$ cat src/rtl/fifo_sync_param.sv
// Parametrised single-clock FIFO with first-word fall-through read data,
// occupancy count, programmable almost flags, flush and sticky error flags.
module fifo_sync_param #(
    parameter int DATA_WIDTH    = 8,
    parameter int ADDR_WIDTH    = 3,
    parameter int AFULL_THRESH  = 2**ADDR_WIDTH - 1,
    parameter int AEMPTY_THRESH = 1
) (
    input  logic                  clk,
    input  logic                  rst,
    input  logic                  wr,
    input  logic                  rd,
    input  logic [DATA_WIDTH-1:0] wdata,
    input  logic                  flush,
    input  logic                  err_clr,
    output logic [DATA_WIDTH-1:0] rdata,
    output logic                  full,
    output logic                  empty,
    output logic                  almost_full,
    output logic                  almost_empty,
    output logic [ADDR_WIDTH:0]   count,
    output logic                  overflow,
    output logic                  underflow
);

    localparam int DEPTH = 2**ADDR_WIDTH;
    localparam logic [ADDR_WIDTH:0]   DEPTH_C   = DEPTH[ADDR_WIDTH:0];
    localparam logic [ADDR_WIDTH:0]   AFULL_C   = AFULL_THRESH[ADDR_WIDTH:0];
    localparam logic [ADDR_WIDTH:0]   AEMPTY_C  = AEMPTY_THRESH[ADDR_WIDTH:0];
    localparam logic [ADDR_WIDTH:0]   CNT_ONE   = {{ADDR_WIDTH{1'b0}}, 1'b1};
    localparam logic [ADDR_WIDTH-1:0] PTR_ONE   = {{(ADDR_WIDTH-1){1'b0}}, 1'b1};
    localparam logic [ADDR_WIDTH:0]   CNT_ZERO  = '0;

    logic [DATA_WIDTH-1:0] mem [DEPTH];

    logic [ADDR_WIDTH-1:0] waddr_q, waddr_d;
    logic [ADDR_WIDTH-1:0] raddr_q, raddr_d;
    logic [ADDR_WIDTH:0]   count_q, count_d;
    logic                  full_q, full_d;
    logic                  empty_q, empty_d;
    logic                  afull_q, afull_d;
    logic                  aempty_q, aempty_d;
    logic                  ovf_q, ovf_d;
    logic                  udf_q, udf_d;

    logic pushOk;
    logic popOk;

    // Acceptance is gated by the registered flags; flush suppresses both.
    assign pushOk = wr && !full_q && !flush;
    assign popOk  = rd && !empty_q && !flush;

    always_comb begin
        waddr_d = waddr_q;
        raddr_d = raddr_q;
        count_d = count_q;
        ovf_d   = ovf_q;
        udf_d   = udf_q;

        if (flush) begin
            waddr_d = '0;
            raddr_d = '0;
            count_d = '0;
        end else begin
            if (pushOk) waddr_d = waddr_q + PTR_ONE;
            if (popOk)  raddr_d = raddr_q + PTR_ONE;
            if (pushOk && !popOk)      count_d = count_q + CNT_ONE;
            else if (popOk && !pushOk) count_d = count_q - CNT_ONE;
        end

        // Clear first so that a fresh error in the same cycle wins.
        if (err_clr) begin
            ovf_d = 1'b0;
            udf_d = 1'b0;
        end
        if (!flush && wr && full_q)  ovf_d = 1'b1;
        if (!flush && rd && empty_q) udf_d = 1'b1;

        full_d   = (count_d == DEPTH_C);
        empty_d  = (count_d == CNT_ZERO);
        afull_d  = (count_d >= AFULL_C);
        aempty_d = (count_d <= AEMPTY_C);
    end

    always_ff @(posedge clk) begin
        if (rst) begin
            waddr_q  <= '0;
            raddr_q  <= '0;
            count_q  <= '0;
            full_q   <= 1'b0;
            empty_q  <= 1'b1;
            afull_q  <= (CNT_ZERO >= AFULL_C);
            aempty_q <= (CNT_ZERO <= AEMPTY_C);
            ovf_q    <= 1'b0;
            udf_q    <= 1'b0;
        end else begin
            waddr_q  <= waddr_d;
            raddr_q  <= raddr_d;
            count_q  <= count_d;
            full_q   <= full_d;
            empty_q  <= empty_d;
            afull_q  <= afull_d;
            aempty_q <= aempty_d;
            ovf_q    <= ovf_d;
            udf_q    <= udf_d;
        end
    end

    // Storage array is deliberately left out of reset.
    always_ff @(posedge clk) begin
        if (!rst && pushOk) mem[waddr_q] <= wdata;
    end

    assign rdata        = mem[raddr_q];
    assign full         = full_q;
    assign empty        = empty_q;
    assign almost_full  = afull_q;
    assign almost_empty = aempty_q;
    assign count        = count_q;
    assign overflow     = ovf_q;
    assign underflow    = udf_q;

endmodule

$ cat config.mk
export PLATFORM = sky130hd
export DESIGN_NAME = fifo_sync_param
export DESIGN_NICKNAME = d
export VERILOG_FILES = /design/src/rtl/fifo_sync_param.sv
export SDC_FILE = /design/constraint.sdc
export NUM_CORES = 1
export LEC_CHECK = 0
export BUFFER_PORTS_ARGS = -buffer_cell sky130_fd_sc_hd__buf_2
export CORE_AREA = 2 2 89 91
export CTS_CLUSTER_SIZE = 16
export DETAILED_ROUTE_END_ITERATION = 16
export DIE_AREA = 0 0 91 93
export PLACE_DENSITY = 0.7
export SKIP_CTS_REPAIR_TIMING = 1
export SYNTH_ARGS = -nofsm -noshare
export SYNTH_HDL_FRONTEND = slang
export SYNTH_SLANG_ARGS = --single-unit
export TNS_END_PERCENT = 50
$ cat constraint.sdc
create_clock -name clk -period 2.1 [get_ports clk]
set_input_delay 0.315 -clock clk [delete_from_list [all_inputs] [get_ports clk]]
set_output_delay 0.315 -clock clk [all_outputs]
set_load 0.1 [all_outputs]
==> results.ini, run 1 <==
[global_route]
grt_pass1_wl_um=8880
number_of_global_route_vias_before_repair=1706
grt-ovfl-total=0
track_usage=0.144
grt_max_degree=17
initial_antenna_violation_count=0

[critical_path]
timing_worst_setup_path_type=flop to output pin
critPathCaptureType=output pin
worstSetupEndpoint=rdata[5]
worst-endpoint-required_ns=1.78
reg2reg_depth=6
r2r-start=count[0]
critical_path_launch_point_type=flop
crit_arrival_ns=1.86
endpoint_of_the_worst_slack_reg_to_reg_timing_path=almost_full
worst-r2r-setup-slack_ns=0.28
crit_fanout=8

[placement]
pre_cts_ws_ns=0.171
portBuffers=31
placed_area_mm2=0.00369
post-place-cells=331
hpwlAfterDp_um=3580
gp_congestion=0.857

[logic_synthesis]
synth-main-ff-cell=sky130_fd_sc_hd__edfxtp_1
syn-instance-count=195
synth-compound-area-share=0.0355
synth.ff_latch_count=83
netlist_area_mm2=0.00331
netlist.top_cell.by_area=sky130_fd_sc_hd__edfxtp_1
synth.distinct_cells=39
synth_fa_ha_area_frac=0.0151
ys_seq_area_frac=0.695
synth.net_count=213
synth-edff-count=64
yosysWarnings=0
mean_cell_area_of_the_mapped_netlist_um2=17.0
synth-simple-area-share=0.0778
async_s_r_ff_share_synth=0
combinational_family_with_the_most_area_after_synthesis=multiplexers
top_cell_type_s_share_of_synthesized_area=0.580
synth.top_cells.by_area=sky130_fd_sc_hd__edfxtp_1 (58%), sky130_fd_sc_hd__dfxtp_1 (11%), sky130_fd_sc_hd__mux4_2 (11%), sky130_fd_sc_hd__mux2_2 (2.7%), sky130_fd_sc_hd__nor2_1 (2.2%)
yosys.area_share.xor_xnor=0.0234
post_synth_mux_area_share=0.139

[cells_and_area]
final_cell_count_no_fill=348
final_cell_area_mm2=0.00407
fin_nets=259
antenna_cells_inserted=0
post_route_cells_drive_above_1_share=0.407
layout-area-overhead-vs-synth_pct=22.8

[cts]
cts_inserted_buffers=9
cts_h_tree_depth=3
clock_path_buffers=2
worstSkewPairLatency_ns=0.34
cts_tree=done
path_clk_slew_ns=0.09
cts_sinks=83
clock-root-buffer=sky130_fd_sc_hd__clkbuf_8

[detailed_routing]
totalWireLength_um=5810
detail_route.drc_violations=0
via_per_inst=5.07
drtPass1Iterations=4
route.vias.total=1764
drt_iter0_markers=107
wl_per_cell_um=16.7
ant_nets=0

[sta]
min_setup_slack_post_route_ns=-0.0745
relSlewSlack=0.644
rsz_0062_raised_after_global_routing=true
post-route-min-period_ns=2.17
worst_slew_pin_slew_ns=0.533
setup-violations-final=8
fmaxAchievable_mhz=460
final.period_utilization=1.04
finalHoldViolations=0
skew_ns=0.00665
hold_ws_ns=0.230
pins_over_slew_limit=0

[hold_path]
timing.hold.worst.class=primary input to flop

[pwr]
leakagePower_nw=1.40
power_per_cell_area_mw_per_mm2=808
irDropWorstVdd_uv=437

[die]
chipHeight_um=93
floorplan.initialDensity=0.440
core_mm2=0.00753
placementRows=32
ioPinCount=32
dieArea_mm2=0.00846
die_w_um=91

[run]
drv.max_cap_violation_count=0

[run_status]
violations=negative setup slack
status=finished with violations

-- through the flow --
step | utilization | TNS [ns] | total power (W)
after floorplan | - | -0.274 | 0.00197
after global placement | 0.491 | 0 | 0.00202
after detailed placement | 0.491 | 0 | 0.00203
after CTS | 0.521 | -1.60 | 0.00330
after global routing | 0.541 | -0.974 | 0.00342
final | 0.541 | -0.459 | 0.00329
-- logic make-up after synthesis --
logic type	Yosys count
buffers and inverters	12
multiplexers	25
flip-flops	83
AO/OA/AOI/OAI	14
XOR/XNOR	8
AND/OR/NAND/NOR	49
adder cells (fa/ha/maj)	4
-- flip-flops by register name, summed over array words and instances (netlist names), named ones only --
| register | cells |
|---|---|
| full | 1 |
| mem | 64 |
| waddr_q | 3 |
| overflow | 1 |
| raddr_q | 3 |
| almost_empty | 1 |
| empty | 1 |
| underflow | 1 |
| count | 4 |
| almost_full | 1 |
-- critical path, stage by stage, from the launching register on --
cell	delay (ns)
sky130_fd_sc_hd__dfxtp_4	0.38
sky130_fd_sc_hd__buf_12	0.14
sky130_fd_sc_hd__mux4_2	0.50
sky130_fd_sc_hd__mux2_2	0.32
sky130_fd_sc_hd__buf_12	0.18
-- power breakdown --
group	internal [W]	switching, W
registers	0.00177	0.00000955
logic	0.0000689	0.000152
clock network	0.000690	0.000591
-- cell usage after synthesis, drive strengths merged, types with 5 or more instances --
master,count
mux4,16
mux2,8
edfxtp,64
buf,5
dfxtp,19
nor2,19
nand2,9
-- cell type report --
cell class / count / area (um^2)
Tap cell: 102 / 128
Multi-Input combinational cell: 100 / 1010
Clock buffer: 9 / 124
Timing Repair Buffer: 43 / 378
Inverter: 4 / 15.0
Clock inverter: 7 / 105
Fill cell: 633 / 3460
Sequential cell: 83 / 2310
-- layer usage --
metal	global-route usage	part of all wire
met1	0.184	0.43
met5	0	0
met3	0.0379	0.047
met2	0.235	0.51
met4	0.0606	0.016
-- placed cells by master (no fill, tap or decap), drive strengths merged, types with 4 or more instances in the layout --
cell type,n
ha,4
xor2,4
mux2,8
clkbuf,10
nor2,19
dfxtp,19
nor3,4
nand2,9
inv,8
buf,42
nand3,4
a21oi,4
mux4,16
edfxtp,64
xnor2,4
-- how the worst min path moves through the flow --
stage,from,to,slack (ns),depth (start not counted)
4_1_cts,wdata[0],mem[0][0],0.22,1
6_report,wdata[1],mem[1][1],0.23,1
3_5_place_dp,underflow,underflow,0.48,2
2_1_floorplan,wdata[0],mem[0][0],0.41,0
3_3_place_gp,underflow,underflow,0.47,2
5_1_grt,wdata[6],mem[1][6],0.22,1
(Power assumes the default switching activity.)
==> inputs of run 2 (changes only) <==
--- a/config.mk
+++ b/config.mk
@@ -12,5 +12,4 @@
 export DIE_AREA = 0 0 91 93
 export PLACE_DENSITY = 0.7
-export SKIP_CTS_REPAIR_TIMING = 1
 export SYNTH_ARGS = -nofsm -noshare
 export SYNTH_HDL_FRONTEND = slang
==> constraint.sdc (replaced) <==
create_clock -name clk -period 2.1 [get_ports clk]
set_input_delay 0.42 -clock clk [delete_from_list [all_inputs] [get_ports clk]]
set_output_delay 0.42 -clock clk [all_outputs]
set_load 0.1 [all_outputs]
==> run 2 against run 1 <==
Compared with the run above: the flow still finishes with violations (negative setup slack); clock power shrank 20%; register-to-register slack barely moved; non-clock buffer count increased by 1; critical endpoint is now rdata[4]; highest routed layer unchanged.
==> results.ini, run 2 (same netlist as run 1, synthesis figures left out) <==
[sta]
setup-violations-final=8
hold_ws_ns=0.344
skew_ns=0.00727
finalHoldViolations=0
setup_tns_ns=-1.48
relSlewSlack=0.677
post-route-min-period_ns=2.30
final.period_utilization=1.09
worst_slew_pin_slew_ns=0.488
rsz_0062_raised_after_global_routing=true
min_setup_slack_post_route_ns=-0.196
fmaxAchievable_mhz=435
pins_over_slew_limit=0

[die]
chipHeight_um=93
die_w_um=91
floorplan.initialDensity=0.440
dieArea_mm2=0.00846
ioPinCount=32
core_mm2=0.00753
placementRows=32

[pwr]
design_power_total_w=0.00303
power_per_cell_area_mw_per_mm2=745
leakagePower_nw=1.39
irDropWorstVdd_uv=331

[cts]
cts_sinks=83
path_clk_slew_ns=0.08
worstSkewPairLatency_ns=0.35
clock-root-buffer=sky130_fd_sc_hd__clkbuf_8
cts_tree=done
clock_path_buffers=2
cts_h_tree_depth=3
cts_inserted_buffers=9

[cells_and_area]
max_flop_register=mem
layout_commonest_cell=sky130_fd_sc_hd__edfxtp_1
antenna_cells_inserted=0
final_cell_area_mm2=0.00407
largest_reg_flops=64
fin_nets=260
post_route_cells_drive_above_1_share=0.405
layout-area-overhead-vs-synth_pct=22.9
mostFrequentLayoutCells=sky130_fd_sc_hd__edfxtp_1 (64), sky130_fd_sc_hd__buf_2 (23), sky130_fd_sc_hd__nor2_1 (19)

[critical_path]
critPathBufInv=2
cp_slowest_cell=sky130_fd_sc_hd__mux4_2
critical_path.cell_chain=buf_12, mux4_2, mux2_4, buf_12
worst-endpoint-required_ns=1.68
critical_path_cell_count=4
cp_top_family=multiplexers
critPathCaptureType=output pin
most_frequent_cell_on_the_critical_path=sky130_fd_sc_hd__buf_12
critical_path_launch_point_type=flop
timing_worst_setup_path_type=flop to output pin
critical_path_s_largest_stage_delay_ns=0.51
crit_fanout=8
crit_arrival_ns=1.88
reg2reg_depth=6

[detailed_routing]
detail_route.drc_violations=0
drtPass1Iterations=4
wl_per_cell_um=17.6
route.vias.total=1779
drt_iter0_markers=89
via_per_inst=5.10
ant_nets=0
totalWireLength_um=6130

[global_route]
grt_pass1_wl_um=9880
initial_antenna_violation_count=0
track_usage=0.159
number_of_global_route_vias_before_repair=1874
grt_max_degree=17
grt-ovfl-total=0

[placement]
hpwlAfterDp_um=3700
gp_congestion=0.820
portBuffers=31
placed_area_mm2=0.00374

[hold_path]
timing.hold.worst.class=primary input to flop
hold_depth=1

[run_status]
status=finished with violations
violations=negative setup slack

[run]
drv.max_cap_violation_count=0

## run 2: cell count changes in the layout (fill, tap and decap cells not counted), sizes merged
cell / previous run / this run
inv: 8 / 6
buf: 42 / 44
clkinvlp: 1 / 3
bufinv: 2 / 0
clkinv: 0 / 1
## run 2: worst reg2reg max path, stage by stage (launching register included)
cell and delay (ns):
sky130_fd_sc_hd__dfxtp_4 0.41, sky130_fd_sc_hd__inv_1 0.09, sky130_fd_sc_hd__ha_1 0.33, sky130_fd_sc_hd__or3_1 0.40, sky130_fd_sc_hd__a21oi_2 0.18, sky130_fd_sc_hd__nor2_1 0.08, sky130_fd_sc_hd__a32o_2 0.25
## run 2: power by group
group,switching (W),internal [W]
sequential,0.0000103,0.00177
combinational,0.000155,0.0000728
clock,0.000581,0.000440
total,0.000746,0.00229
## run 2: layout make-up
cell class / count / area (um^2)
inverter: 4 / 15.0
multi-input combinational: 100 / 1020
clock inverter: 6 / 48.8
fill: 616 / 3450
sequential: 83 / 2310
tap: 102 / 128
timing repair buffer: 44 / 418
clock buffer: 10 / 128
## run 2: final timing paths
| kind | from | endpoint | slack, ns |
|---|---|---|---|
| worst max-delay path | flop | rdata[4] | -0.20 |
| worst min-delay path | wdata[7] | mem[0][7] | 0.34 |
| worst max register to register | count[0] | almost_full | 0.27 |
| worst min register to register | waddr_q[0] | waddr_q[0] | 0.50 |
## run 2: routing by layer
| layer | routed length, um | share of wire | track usage | vias to the layer above |
|---|---|---|---|---|
| li1 | - | - | - | 848 |
| met1 | 2540 | 0.41 | 0.182 | 878 |
| met2 | 3210 | 0.52 | 0.287 | 44 |
| met3 | 280 | 0.046 | 0.0387 | 9 |
| met4 | 108 | 0.018 | 0.0606 | 0 |
| met5 | 0 | 0 | 0 | - |
## run 2: metrics by stage
step                 util  setup slack (ns)  instances
floorplan               -           0.00611        195
global placement    0.498            0.0712        332
detailed placement  0.498            0.0406        332
CTS                 0.541            -0.220        349
global route        0.541            -0.256        349
finish              0.541            -0.196        349
## run 2: timing repair
item / in CTS / in global routing
endpoints found under the setup margin: 8 / 8
hold buffers: 0 / 0
buffers inserted: 0 / 0
cloned: 1 / 0
gates resized for setup: 35 / 0
